===== src/rtl/osd_watch_pkg.sv =====
// rtl/osd_watch_pkg.sv - shared types for the OSD watch scheduler and print dispatcher
package osd_watch_pkg;

    localparam int OSD_ADDR_W     = 16;
    localparam int OSD_STR_ADDR_W = 16;

    // Command types understood by the dispatcher; 5..7 are unused codes.
    typedef enum logic [2:0] {
        CMD_STR  = 3'd0,
        CMD_UDEC = 3'd1,
        CMD_SDEC = 3'd2,
        CMD_HEX  = 3'd3,
        CMD_BIN  = 3'd4
    } cmd_type_t;

    // Per-slot watch configuration. ctype is kept raw so unused codes can be stored.
    typedef struct packed {
        logic                      en;
        logic [2:0]                ctype;
        logic [OSD_ADDR_W-1:0]     base_addr;
        logic [OSD_STR_ADDR_W-1:0] str_base;
        logic [3:0]                dec_minw;
        logic                      dec_zpad;
        logic                      hex_pfx;
        logic                      hex_uc;
        logic [3:0]                hex_min;
        logic                      bin_pfx;
        logic                      bin_g4;
    } slot_cfg_t;

    typedef enum logic [1:0] {
        S_IDLE  = 2'd0,
        S_LOAD  = 2'd1,
        S_ISSUE = 2'd2
    } sched_state_t;

    // A slot takes part in refresh only when enabled with a type the dispatcher knows.
    function automatic logic is_printable(input slot_cfg_t c);
        return c.en && (c.ctype <= 3'(CMD_BIN));
    endfunction

endpackage


===== src/rtl/osd_watch_scheduler_if.sv =====
// rtl/osd_watch_scheduler_if.sv - command port between watch scheduler and print dispatcher
interface osd_watch_scheduler_if #(
    parameter int WIDTH      = 32,
    parameter int STR_ADDR_W = 16
) ();
    import osd_watch_pkg::*;

    logic                  cmd_valid;
    logic                  cmd_ready;
    logic [2:0]            cmd_type;
    logic [OSD_ADDR_W-1:0] base_addr;
    logic [WIDTH-1:0]      value;
    logic [STR_ADDR_W-1:0] str_base_addr;
    logic [3:0]            dec_min_width;
    logic                  dec_zero_pad;
    logic                  hex_prefix_0x;
    logic                  hex_uppercase;
    logic [3:0]            hex_min_nibbles;
    logic                  bin_prefix_0b;
    logic                  bin_group4;

    modport master (
        output cmd_valid, cmd_type, base_addr, value, str_base_addr, dec_min_width,
               dec_zero_pad, hex_prefix_0x, hex_uppercase, hex_min_nibbles,
               bin_prefix_0b, bin_group4,
        input  cmd_ready
    );

    modport slave (
        input  cmd_valid, cmd_type, base_addr, value, str_base_addr, dec_min_width,
               dec_zero_pad, hex_prefix_0x, hex_uppercase, hex_min_nibbles,
               bin_prefix_0b, bin_group4,
        output cmd_ready
    );

endinterface


===== src/rtl/osd_rr_pick.sv =====
// rtl/osd_rr_pick.sv - combinational round-robin first-set finder
module osd_rr_pick #(
    parameter int N = 8,
    localparam int W = $clog2(N)
) (
    input  logic [N-1:0] req,
    input  logic [W-1:0] ptr,
    output logic [W-1:0] idx,
    output logic         any
);

    // Scan offsets from farthest to nearest so the request closest at/after ptr wins.
    always_comb begin
        idx = '0;
        any = 1'b0;
        for (int k = N - 1; k >= 0; k--) begin
            if (req[ptr + W'(k)]) begin
                idx = ptr + W'(k);
                any = 1'b1;
            end
        end
    end

endmodule


===== src/rtl/osd_watch_scheduler.sv =====
// rtl/osd_watch_scheduler.sv - frame-driven refresh scheduler for OSD watch slots
module osd_watch_scheduler
    import osd_watch_pkg::*;
#(
    parameter int NSLOT      = 8,
    parameter int WIDTH      = 32,
    parameter int STR_ADDR_W = OSD_STR_ADDR_W
) (
    input  logic                     clk,
    input  logic                     rst_n,
    input  logic                     cfg_we,
    input  logic [$clog2(NSLOT)-1:0] cfg_slot,
    input  slot_cfg_t                cfg_data,
    input  logic [NSLOT*WIDTH-1:0]   slot_value,
    input  logic                     frame_tick,
    input  logic                     force_all,
    osd_watch_scheduler_if.master    cmd,
    output logic [NSLOT-1:0]         pending,
    output logic                     busy
);

    localparam int SEL_W = $clog2(NSLOT);

    sched_state_t          r_state;
    sched_state_t          w_state_nxt;

    slot_cfg_t             r_cfg    [NSLOT];
    logic [WIDTH-1:0]      r_shadow [NSLOT];
    logic [NSLOT-1:0]      r_dirty;
    logic [NSLOT-1:0]      r_pending;
    logic [SEL_W-1:0]      r_rr_ptr;
    logic [SEL_W-1:0]      r_sel;

    logic                  r_cmd_valid;
    logic [2:0]            r_cmd_type;
    logic [OSD_ADDR_W-1:0] r_cmd_base;
    logic [WIDTH-1:0]      r_cmd_value;
    logic [STR_ADDR_W-1:0] r_cmd_str;
    logic [3:0]            r_cmd_dec_minw;
    logic                  r_cmd_dec_zpad;
    logic                  r_cmd_hex_pfx;
    logic                  r_cmd_hex_uc;
    logic [3:0]            r_cmd_hex_min;
    logic                  r_cmd_bin_pfx;
    logic                  r_cmd_bin_g4;

    logic [WIDTH-1:0]      w_val [NSLOT];
    logic [NSLOT-1:0]      w_elig;
    logic [NSLOT-1:0]      w_need;
    logic [NSLOT-1:0]      w_cfg_oh;
    logic [NSLOT-1:0]      w_set;
    logic [NSLOT-1:0]      w_clr_acc;
    logic [NSLOT-1:0]      w_clr_dis;
    logic [NSLOT-1:0]      w_pending_nxt;
    logic [NSLOT-1:0]      w_dirty_nxt;
    logic [SEL_W-1:0]      w_pick_idx;
    logic                  w_pick_any;
    slot_cfg_t             w_pick_cfg;
    logic                  w_load;
    logic                  w_accept;

    for (genvar g = 0; g < NSLOT; g++) begin : g_val
        assign w_val[g] = slot_value[g*WIDTH +: WIDTH];
    end

    osd_rr_pick #(.N(NSLOT)) u_pick (
        .req (r_pending),
        .ptr (r_rr_ptr),
        .idx (w_pick_idx),
        .any (w_pick_any)
    );

    assign w_pick_cfg = r_cfg[w_pick_idx];
    assign w_accept   = (r_state == S_ISSUE) && cmd.cmd_ready;

    // Per-slot refresh need: strings only on config change, values also on drift from shadow.
    always_comb begin
        w_elig = '0;
        w_need = '0;
        for (int i = 0; i < NSLOT; i++) begin
            w_elig[i] = is_printable(r_cfg[i]);
            w_need[i] = w_elig[i] &&
                        (r_dirty[i] || ((r_cfg[i].ctype != 3'(CMD_STR)) && (w_val[i] != r_shadow[i])));
        end
    end

    // Pending/dirty update; new marks win over the accept clear, disabling a slot wins over all.
    always_comb begin
        w_cfg_oh      = cfg_we ? (NSLOT'(1) << cfg_slot) : '0;
        w_set         = (frame_tick ? w_need : '0) | (force_all ? w_elig : '0);
        w_clr_acc     = w_accept ? (NSLOT'(1) << r_sel) : '0;
        w_clr_dis     = (cfg_we && !is_printable(cfg_data)) ? w_cfg_oh : '0;
        w_pending_nxt = ((r_pending & ~w_clr_acc) | w_set) & ~w_clr_dis;
        w_dirty_nxt   = (r_dirty & ~w_clr_acc) | w_cfg_oh;
    end

    // Scheduler state register.
    always_ff @(posedge clk or negedge rst_n) begin
        if (!rst_n) begin
            r_state <= S_IDLE;
        end else begin
            r_state <= w_state_nxt;
        end
    end

    // Scheduler next state: LOAD snapshots one slot, ISSUE waits for the dispatcher.
    always_comb begin
        w_state_nxt = r_state;
        w_load      = 1'b0;
        case (r_state)
            S_IDLE: begin
                if (|r_pending) w_state_nxt = S_LOAD;
            end
            S_LOAD: begin
                if (w_pick_any) begin
                    w_load      = 1'b1;
                    w_state_nxt = S_ISSUE;
                end else begin
                    w_state_nxt = S_IDLE;
                end
            end
            S_ISSUE: begin
                if (w_accept) w_state_nxt = (|w_pending_nxt) ? S_LOAD : S_IDLE;
            end
            default: w_state_nxt = S_IDLE;
        endcase
    end

    // Slot tables, round-robin pointer and the in-flight command snapshot.
    always_ff @(posedge clk or negedge rst_n) begin
        if (!rst_n) begin
            for (int i = 0; i < NSLOT; i++) begin
                r_cfg[i]    <= '0;
                r_shadow[i] <= '0;
            end
            r_dirty        <= '0;
            r_pending      <= '0;
            r_rr_ptr       <= '0;
            r_sel          <= '0;
            r_cmd_valid    <= 1'b0;
            r_cmd_type     <= '0;
            r_cmd_base     <= '0;
            r_cmd_value    <= '0;
            r_cmd_str      <= '0;
            r_cmd_dec_minw <= '0;
            r_cmd_dec_zpad <= 1'b0;
            r_cmd_hex_pfx  <= 1'b0;
            r_cmd_hex_uc   <= 1'b0;
            r_cmd_hex_min  <= '0;
            r_cmd_bin_pfx  <= 1'b0;
            r_cmd_bin_g4   <= 1'b0;
        end else begin
            r_pending <= w_pending_nxt;
            r_dirty   <= w_dirty_nxt;
            if (cfg_we) r_cfg[cfg_slot] <= cfg_data;
            if (w_load) begin
                r_sel          <= w_pick_idx;
                r_cmd_valid    <= 1'b1;
                r_cmd_type     <= w_pick_cfg.ctype;
                r_cmd_base     <= w_pick_cfg.base_addr;
                r_cmd_value    <= w_val[w_pick_idx];
                r_cmd_str      <= STR_ADDR_W'(w_pick_cfg.str_base);
                r_cmd_dec_minw <= w_pick_cfg.dec_minw;
                r_cmd_dec_zpad <= w_pick_cfg.dec_zpad;
                r_cmd_hex_pfx  <= w_pick_cfg.hex_pfx;
                r_cmd_hex_uc   <= w_pick_cfg.hex_uc;
                r_cmd_hex_min  <= w_pick_cfg.hex_min;
                r_cmd_bin_pfx  <= w_pick_cfg.bin_pfx;
                r_cmd_bin_g4   <= w_pick_cfg.bin_g4;
            end
            if (w_accept) begin
                r_cmd_valid     <= 1'b0;
                r_shadow[r_sel] <= r_cmd_value;
                r_rr_ptr        <= r_sel + 1'b1;
            end
        end
    end

    assign cmd.cmd_valid       = r_cmd_valid;
    assign cmd.cmd_type        = r_cmd_type;
    assign cmd.base_addr       = r_cmd_base;
    assign cmd.value           = r_cmd_value;
    assign cmd.str_base_addr   = r_cmd_str;
    assign cmd.dec_min_width   = r_cmd_dec_minw;
    assign cmd.dec_zero_pad    = r_cmd_dec_zpad;
    assign cmd.hex_prefix_0x   = r_cmd_hex_pfx;
    assign cmd.hex_uppercase   = r_cmd_hex_uc;
    assign cmd.hex_min_nibbles = r_cmd_hex_min;
    assign cmd.bin_prefix_0b   = r_cmd_bin_pfx;
    assign cmd.bin_group4      = r_cmd_bin_g4;

    assign pending = r_pending;
    assign busy    = (r_state != S_IDLE) || (|r_pending);

endmodule


===== src/flat_wrapper.sv =====
// flat-port wrapper written by rule: the top's interface ports become plain ports
module osd_watch_scheduler_flat import osd_watch_pkg::*;
#(
    parameter int NSLOT      = 8,
    parameter int WIDTH      = 32,
    parameter int STR_ADDR_W = OSD_STR_ADDR_W
)
  (clk, rst_n, cfg_we, cfg_slot, cfg_data, slot_value, frame_tick, force_all, pending, busy, cmd_cmd_valid, cmd_cmd_type, cmd_base_addr, cmd_value, cmd_str_base_addr, cmd_dec_min_width, cmd_dec_zero_pad, cmd_hex_prefix_0x, cmd_hex_uppercase, cmd_hex_min_nibbles, cmd_bin_prefix_0b, cmd_bin_group4, cmd_cmd_ready);
  osd_watch_scheduler_if #(.WIDTH(WIDTH), .STR_ADDR_W(STR_ADDR_W)) cmd_i ();
  input  logic clk;
  input  logic rst_n;
  input  logic cfg_we;
  input  logic [$clog2(NSLOT)-1:0] cfg_slot;
  input  slot_cfg_t cfg_data;
  input  logic [NSLOT*WIDTH-1:0] slot_value;
  input  logic frame_tick;
  input  logic force_all;
  output logic [NSLOT-1:0] pending;
  output logic busy;
  output wire logic [$bits(cmd_i.cmd_valid)-1:0] cmd_cmd_valid;
  output wire logic [$bits(cmd_i.cmd_type)-1:0] cmd_cmd_type;
  output wire logic [$bits(cmd_i.base_addr)-1:0] cmd_base_addr;
  output wire logic [$bits(cmd_i.value)-1:0] cmd_value;
  output wire logic [$bits(cmd_i.str_base_addr)-1:0] cmd_str_base_addr;
  output wire logic [$bits(cmd_i.dec_min_width)-1:0] cmd_dec_min_width;
  output wire logic [$bits(cmd_i.dec_zero_pad)-1:0] cmd_dec_zero_pad;
  output wire logic [$bits(cmd_i.hex_prefix_0x)-1:0] cmd_hex_prefix_0x;
  output wire logic [$bits(cmd_i.hex_uppercase)-1:0] cmd_hex_uppercase;
  output wire logic [$bits(cmd_i.hex_min_nibbles)-1:0] cmd_hex_min_nibbles;
  output wire logic [$bits(cmd_i.bin_prefix_0b)-1:0] cmd_bin_prefix_0b;
  output wire logic [$bits(cmd_i.bin_group4)-1:0] cmd_bin_group4;
  input wire logic [$bits(cmd_i.cmd_ready)-1:0] cmd_cmd_ready;
  assign cmd_cmd_valid = cmd_i.cmd_valid;
  assign cmd_cmd_type = cmd_i.cmd_type;
  assign cmd_base_addr = cmd_i.base_addr;
  assign cmd_value = cmd_i.value;
  assign cmd_str_base_addr = cmd_i.str_base_addr;
  assign cmd_dec_min_width = cmd_i.dec_min_width;
  assign cmd_dec_zero_pad = cmd_i.dec_zero_pad;
  assign cmd_hex_prefix_0x = cmd_i.hex_prefix_0x;
  assign cmd_hex_uppercase = cmd_i.hex_uppercase;
  assign cmd_hex_min_nibbles = cmd_i.hex_min_nibbles;
  assign cmd_bin_prefix_0b = cmd_i.bin_prefix_0b;
  assign cmd_bin_group4 = cmd_i.bin_group4;
  assign cmd_i.cmd_ready = cmd_cmd_ready;
  osd_watch_scheduler #(.NSLOT(NSLOT), .WIDTH(WIDTH), .STR_ADDR_W(STR_ADDR_W)) u_core (.clk(clk), .rst_n(rst_n), .cfg_we(cfg_we), .cfg_slot(cfg_slot), .cfg_data(cfg_data), .slot_value(slot_value), .frame_tick(frame_tick), .force_all(force_all), .cmd(cmd_i), .pending(pending), .busy(busy));
endmodule

===== config.mk =====
export PLATFORM = sky130hd
export DESIGN_NAME = osd_watch_scheduler_flat
export DESIGN_NICKNAME = d
export VERILOG_FILES = /design/src/rtl/osd_watch_pkg.sv /design/src/rtl/osd_watch_scheduler_if.sv /design/src/rtl/osd_rr_pick.sv /design/src/rtl/osd_watch_scheduler.sv /design/src/flat_wrapper.sv
export SDC_FILE = /design/constraint.sdc
export NUM_CORES = 2
export LEC_CHECK = 0
export ABC_AREA = 1
export BUFFER_PORTS_ARGS = -buffer_cell sky130_fd_sc_hd__buf_4
export CAP_MARGIN = 20
export CORE_MARGIN = 5
export CORE_UTILIZATION = 32
export CTS_CLUSTER_SIZE = 14
export DETAILED_ROUTE_END_ITERATION = 8
export PLACE_DENSITY = 0.53
export SLEW_MARGIN = 20
export SYNTH_ARGS = -nofsm -noshare
export SYNTH_HDL_FRONTEND = slang
export SYNTH_SLANG_ARGS = --single-unit

===== constraint.sdc =====
create_clock -name clk -period 2.8 [get_ports clk]
set_clock_uncertainty 0.15 [all_clocks]
set_input_delay 0.56 -clock clk [delete_from_list [all_inputs] [get_ports clk]]
set_output_delay 0.56 -clock clk [all_outputs]
set_load 0.01 [all_outputs]

==> summary.txt <==
Ys flop type -> dfrtp_1
H-tree depth -> 3
Share of cells above drive strength 1 -> 22.7%
I/O pin cnt -> 404
CP max stage cell -> dfrtp_1
Post-layout worst setup margin -> -175 ps
Clock sink count -> 753
Initial DRC count -> 3414
Gpl congestion -> 0.876
Rel. slew slack -> 50.8%
DR vias/cell -> 4.98
Reg clk slew, reported paths -> 60 ps
Die X -> 360 um
RSZ-0062 raised after global routing -> true
Startpoint Class -> flop
EDFF count, synth -> 0
Inserted Clock Buffers -> 91
Cell Area, Synth -> 0.0392 mm2
Slew Viols, Final -> 0
Worst Setup End Kind -> flop
HP Class -> in -> reg
Worst path arrival time -> 3380 ps
DPL Wire Length -> 100 mm
WL/cell -> 20.3 um
Final Setup Violations -> 79
Final hold vios -> 0
Largest net degree at the start of global routing -> 90
CTS max path bufs -> 3
Most frequent cells in the layout -> nand2_1, dfrtp_1, o21ai_0
Initial Util -> 32.2%
CP Max Fanout -> 9
Area grow syn2layout -> 34.9%
Syn nets -> 5653
Gr usage total -> 22.9%
Total of max-cap violations -> 0
Antenna violations before repair -> 12
Die Footprint -> 0.129 mm2
Drt first pass iters -> 6
Register area share after synthesis -> 48.1%
Power per cell area -> 1690 mW/mm2
Cell mode on critical path -> nand2_1
Post-synth ARST share -> 100%
Delay-heaviest family, CP -> simple AND/OR/NAND/NOR gates
Ys Warns -> 0
Post-Syn Area per Cell -> 7.35 um2
Root Driver -> clkbuf_16
CTS tree -> built
First-pass GRT wire length -> 231 mm
Tmin final -> 2970 ps
Fin area -> 0.0528 mm2
Fin nets -> 6178
Commonest non-fill, non-tap cell in the layout -> nand2_1
Std cell rows -> 128
Least-Margin Pin Slew -> 737 ps
DRT Wirelength -> 154 mm
Fmax -> 336 MHz
Crit Path Category -> reg -> reg
ANT nets after route -> 0
Status -> complete, but fails checks
Buf/Inv on CP -> 6
Period utilization -> 106%
Via Count -> 37600
Static leakage -> 26.5 nW
GR Overflow Total -> 0
Netlist cell types -> 34
Synth Instances -> 5331
Peak supply drop -> 1.12 mV
Worst skew pair latency -> 680 ps
Number of global-route vias before repair -> 36500
#FFs+latches synth -> 753
Failing checks -> setup timing
Residual DRC -> 0
Slowest stage delay, CP -> 400 ps
CP Data Required Time -> 3200 ps
Placed inst area -> 0.0457 mm2
CORE AREA -> 0.122 mm2
Die Ht -> 360 um
Hold WS -> 101 ps
Tot Pwr -> 89.2 mW
Port bufs -> 403
Setup TNS -> -6660 ps
[sequential cells by signal, summed over array words and instances, names as in the netlist, 4 cells and up]
register and flops:
u_core.pending 8, u_core.cmd.value 32, u_core.cmd.base_addr 16, u_core.r_cfg 392, u_core.r_dirty 8, u_core.cmd.str_base_addr 16
u_core.cmd.hex_min_nibbles 4, u_core.r_shadow 256, u_core.cmd.dec_min_width 4
[cell families after synthesis]
logic type                 synth area share (%)
xor gates and xnor gates                   4.05
buffers and inverters                      6.43
and+or+nand+nor                            32.1
AOI/OAI and AO/OA                          9.07
adders and majority gates                 0.256
DFF                                        48.1
[power breakdown]
part           internal (mW)  total [mW]  switching [mW]
Clock                   7.57        12.6            5.02
Combinational           26.8        59.6            32.8
Sequential              14.4        17.0            2.58
Total                   48.8        89.2            40.4
[cells in the mapped netlist, types with 2 or more instances]
cell type / count / area, um2
clkbuf_1: 164 / 616
nand3_1: 492 / 2460
xnor2_1: 175 / 1530
ha_1: 8 / 100
nand2_2: 6 / 37.5
nor3_1: 7 / 35.0
nand2_1: 2267 / 8510
buf_2: 88 / 440
a21boi_0: 6 / 45.0
dfrtp_1: 753 / 18800
nand4_1: 16 / 100
or2_2: 67 / 419
buf_4: 30 / 225
inv_1: 257 / 965
xor2_1: 3 / 26.3
buf_1: 9 / 33.8
o21ai_0: 548 / 2740
o211ai_1: 2 / 15.0
a21oi_1: 142 / 711
nor2_1: 252 / 946
inv_2: 11 / 41.3
nand2_4: 2 / 22.5
buf_6: 15 / 169
[timing repair]
item                                   in CTS  in global routing
setup endpoints to repair                  81                 82
setup buffers                              56                 10
cloned                                     45                 14
endpoints found under the hold margin      67                  0
pin swaps                                 102                236
gates resized for setup                   271                296
hold buffers                                5                  0
[layout make-up]
class	count	area (um2)
diodes	3	7.51
repair buffers	740	8340
clock buffers	131	2630
multi-input cells	4001	19400
flip-flops and latches	753	18800
inverters	269	1040
well taps	1625	2030
fillers	12400	68900
clock inverters	36	553
[path summary, 6_finish.rpt]
kind                                         startpoint  depth (start not counted)                            to  slack (ps)
worst min-delay path                       cfg_data[10]                          3             u_core.r_cfg[206]         100
min in group asynchronous                         rst_n                          2           u_core.cmd.value[9]         220
max in group asynchronous                         rst_n                          4             u_core.r_cfg[245]        1170
worst min register to register  u_core.cmd.base_addr[3]                          2       u_core.cmd.base_addr[3]         330
worst max register to register       u_core.r_rr_ptr[0]                         26  u_core.cmd.str_base_addr[10]        -170
worst max-delay path                 u_core.r_rr_ptr[0]                         26  u_core.cmd.str_base_addr[10]        -170
[worst register-to-register path: cells and delay by family (launching register included)]
family / cells / cell delay [ps]
buffers and inverters: 6 / 860
adder cells (fa/ha/maj): 1 / 170
flip-flops: 1 / 400
XOR/XNOR: 1 / 160
AND/OR/NAND/NOR: 18 / 1130
[through the flow]
| stage | setup WS (ps) | utilization [%] | std cells |
|---|---|---|---|
| 6_report | -175 | 43.4 | 7558 |
| 5_1_grt | -368 | 43.4 | 7556 |
| 3_3_place_gp | -185 | 37.5 | 7278 |
| 3_5_place_dp | -201 | 37.5 | 7278 |
| 4_1_cts | -181 | 42.5 | 7547 |
| 2_1_floorplan | 62.8 | - | 5331 |
[metal layers]
| layer | GRT usage (%) | up-vias | share of wire, % |
|---|---|---|---|
| li1 | - | 17900 | - |
| met1 | 31.1 | 18200 | 44 |
| met2 | 37.9 | 1251 | 47 |
| met3 | 4.24 | 237 | 6.6 |
| met4 | 5.65 | 18 | 2.6 |
| met5 | 0 | - | 0.080 |
Note: power is estimated with default switching activity, not from simulation.
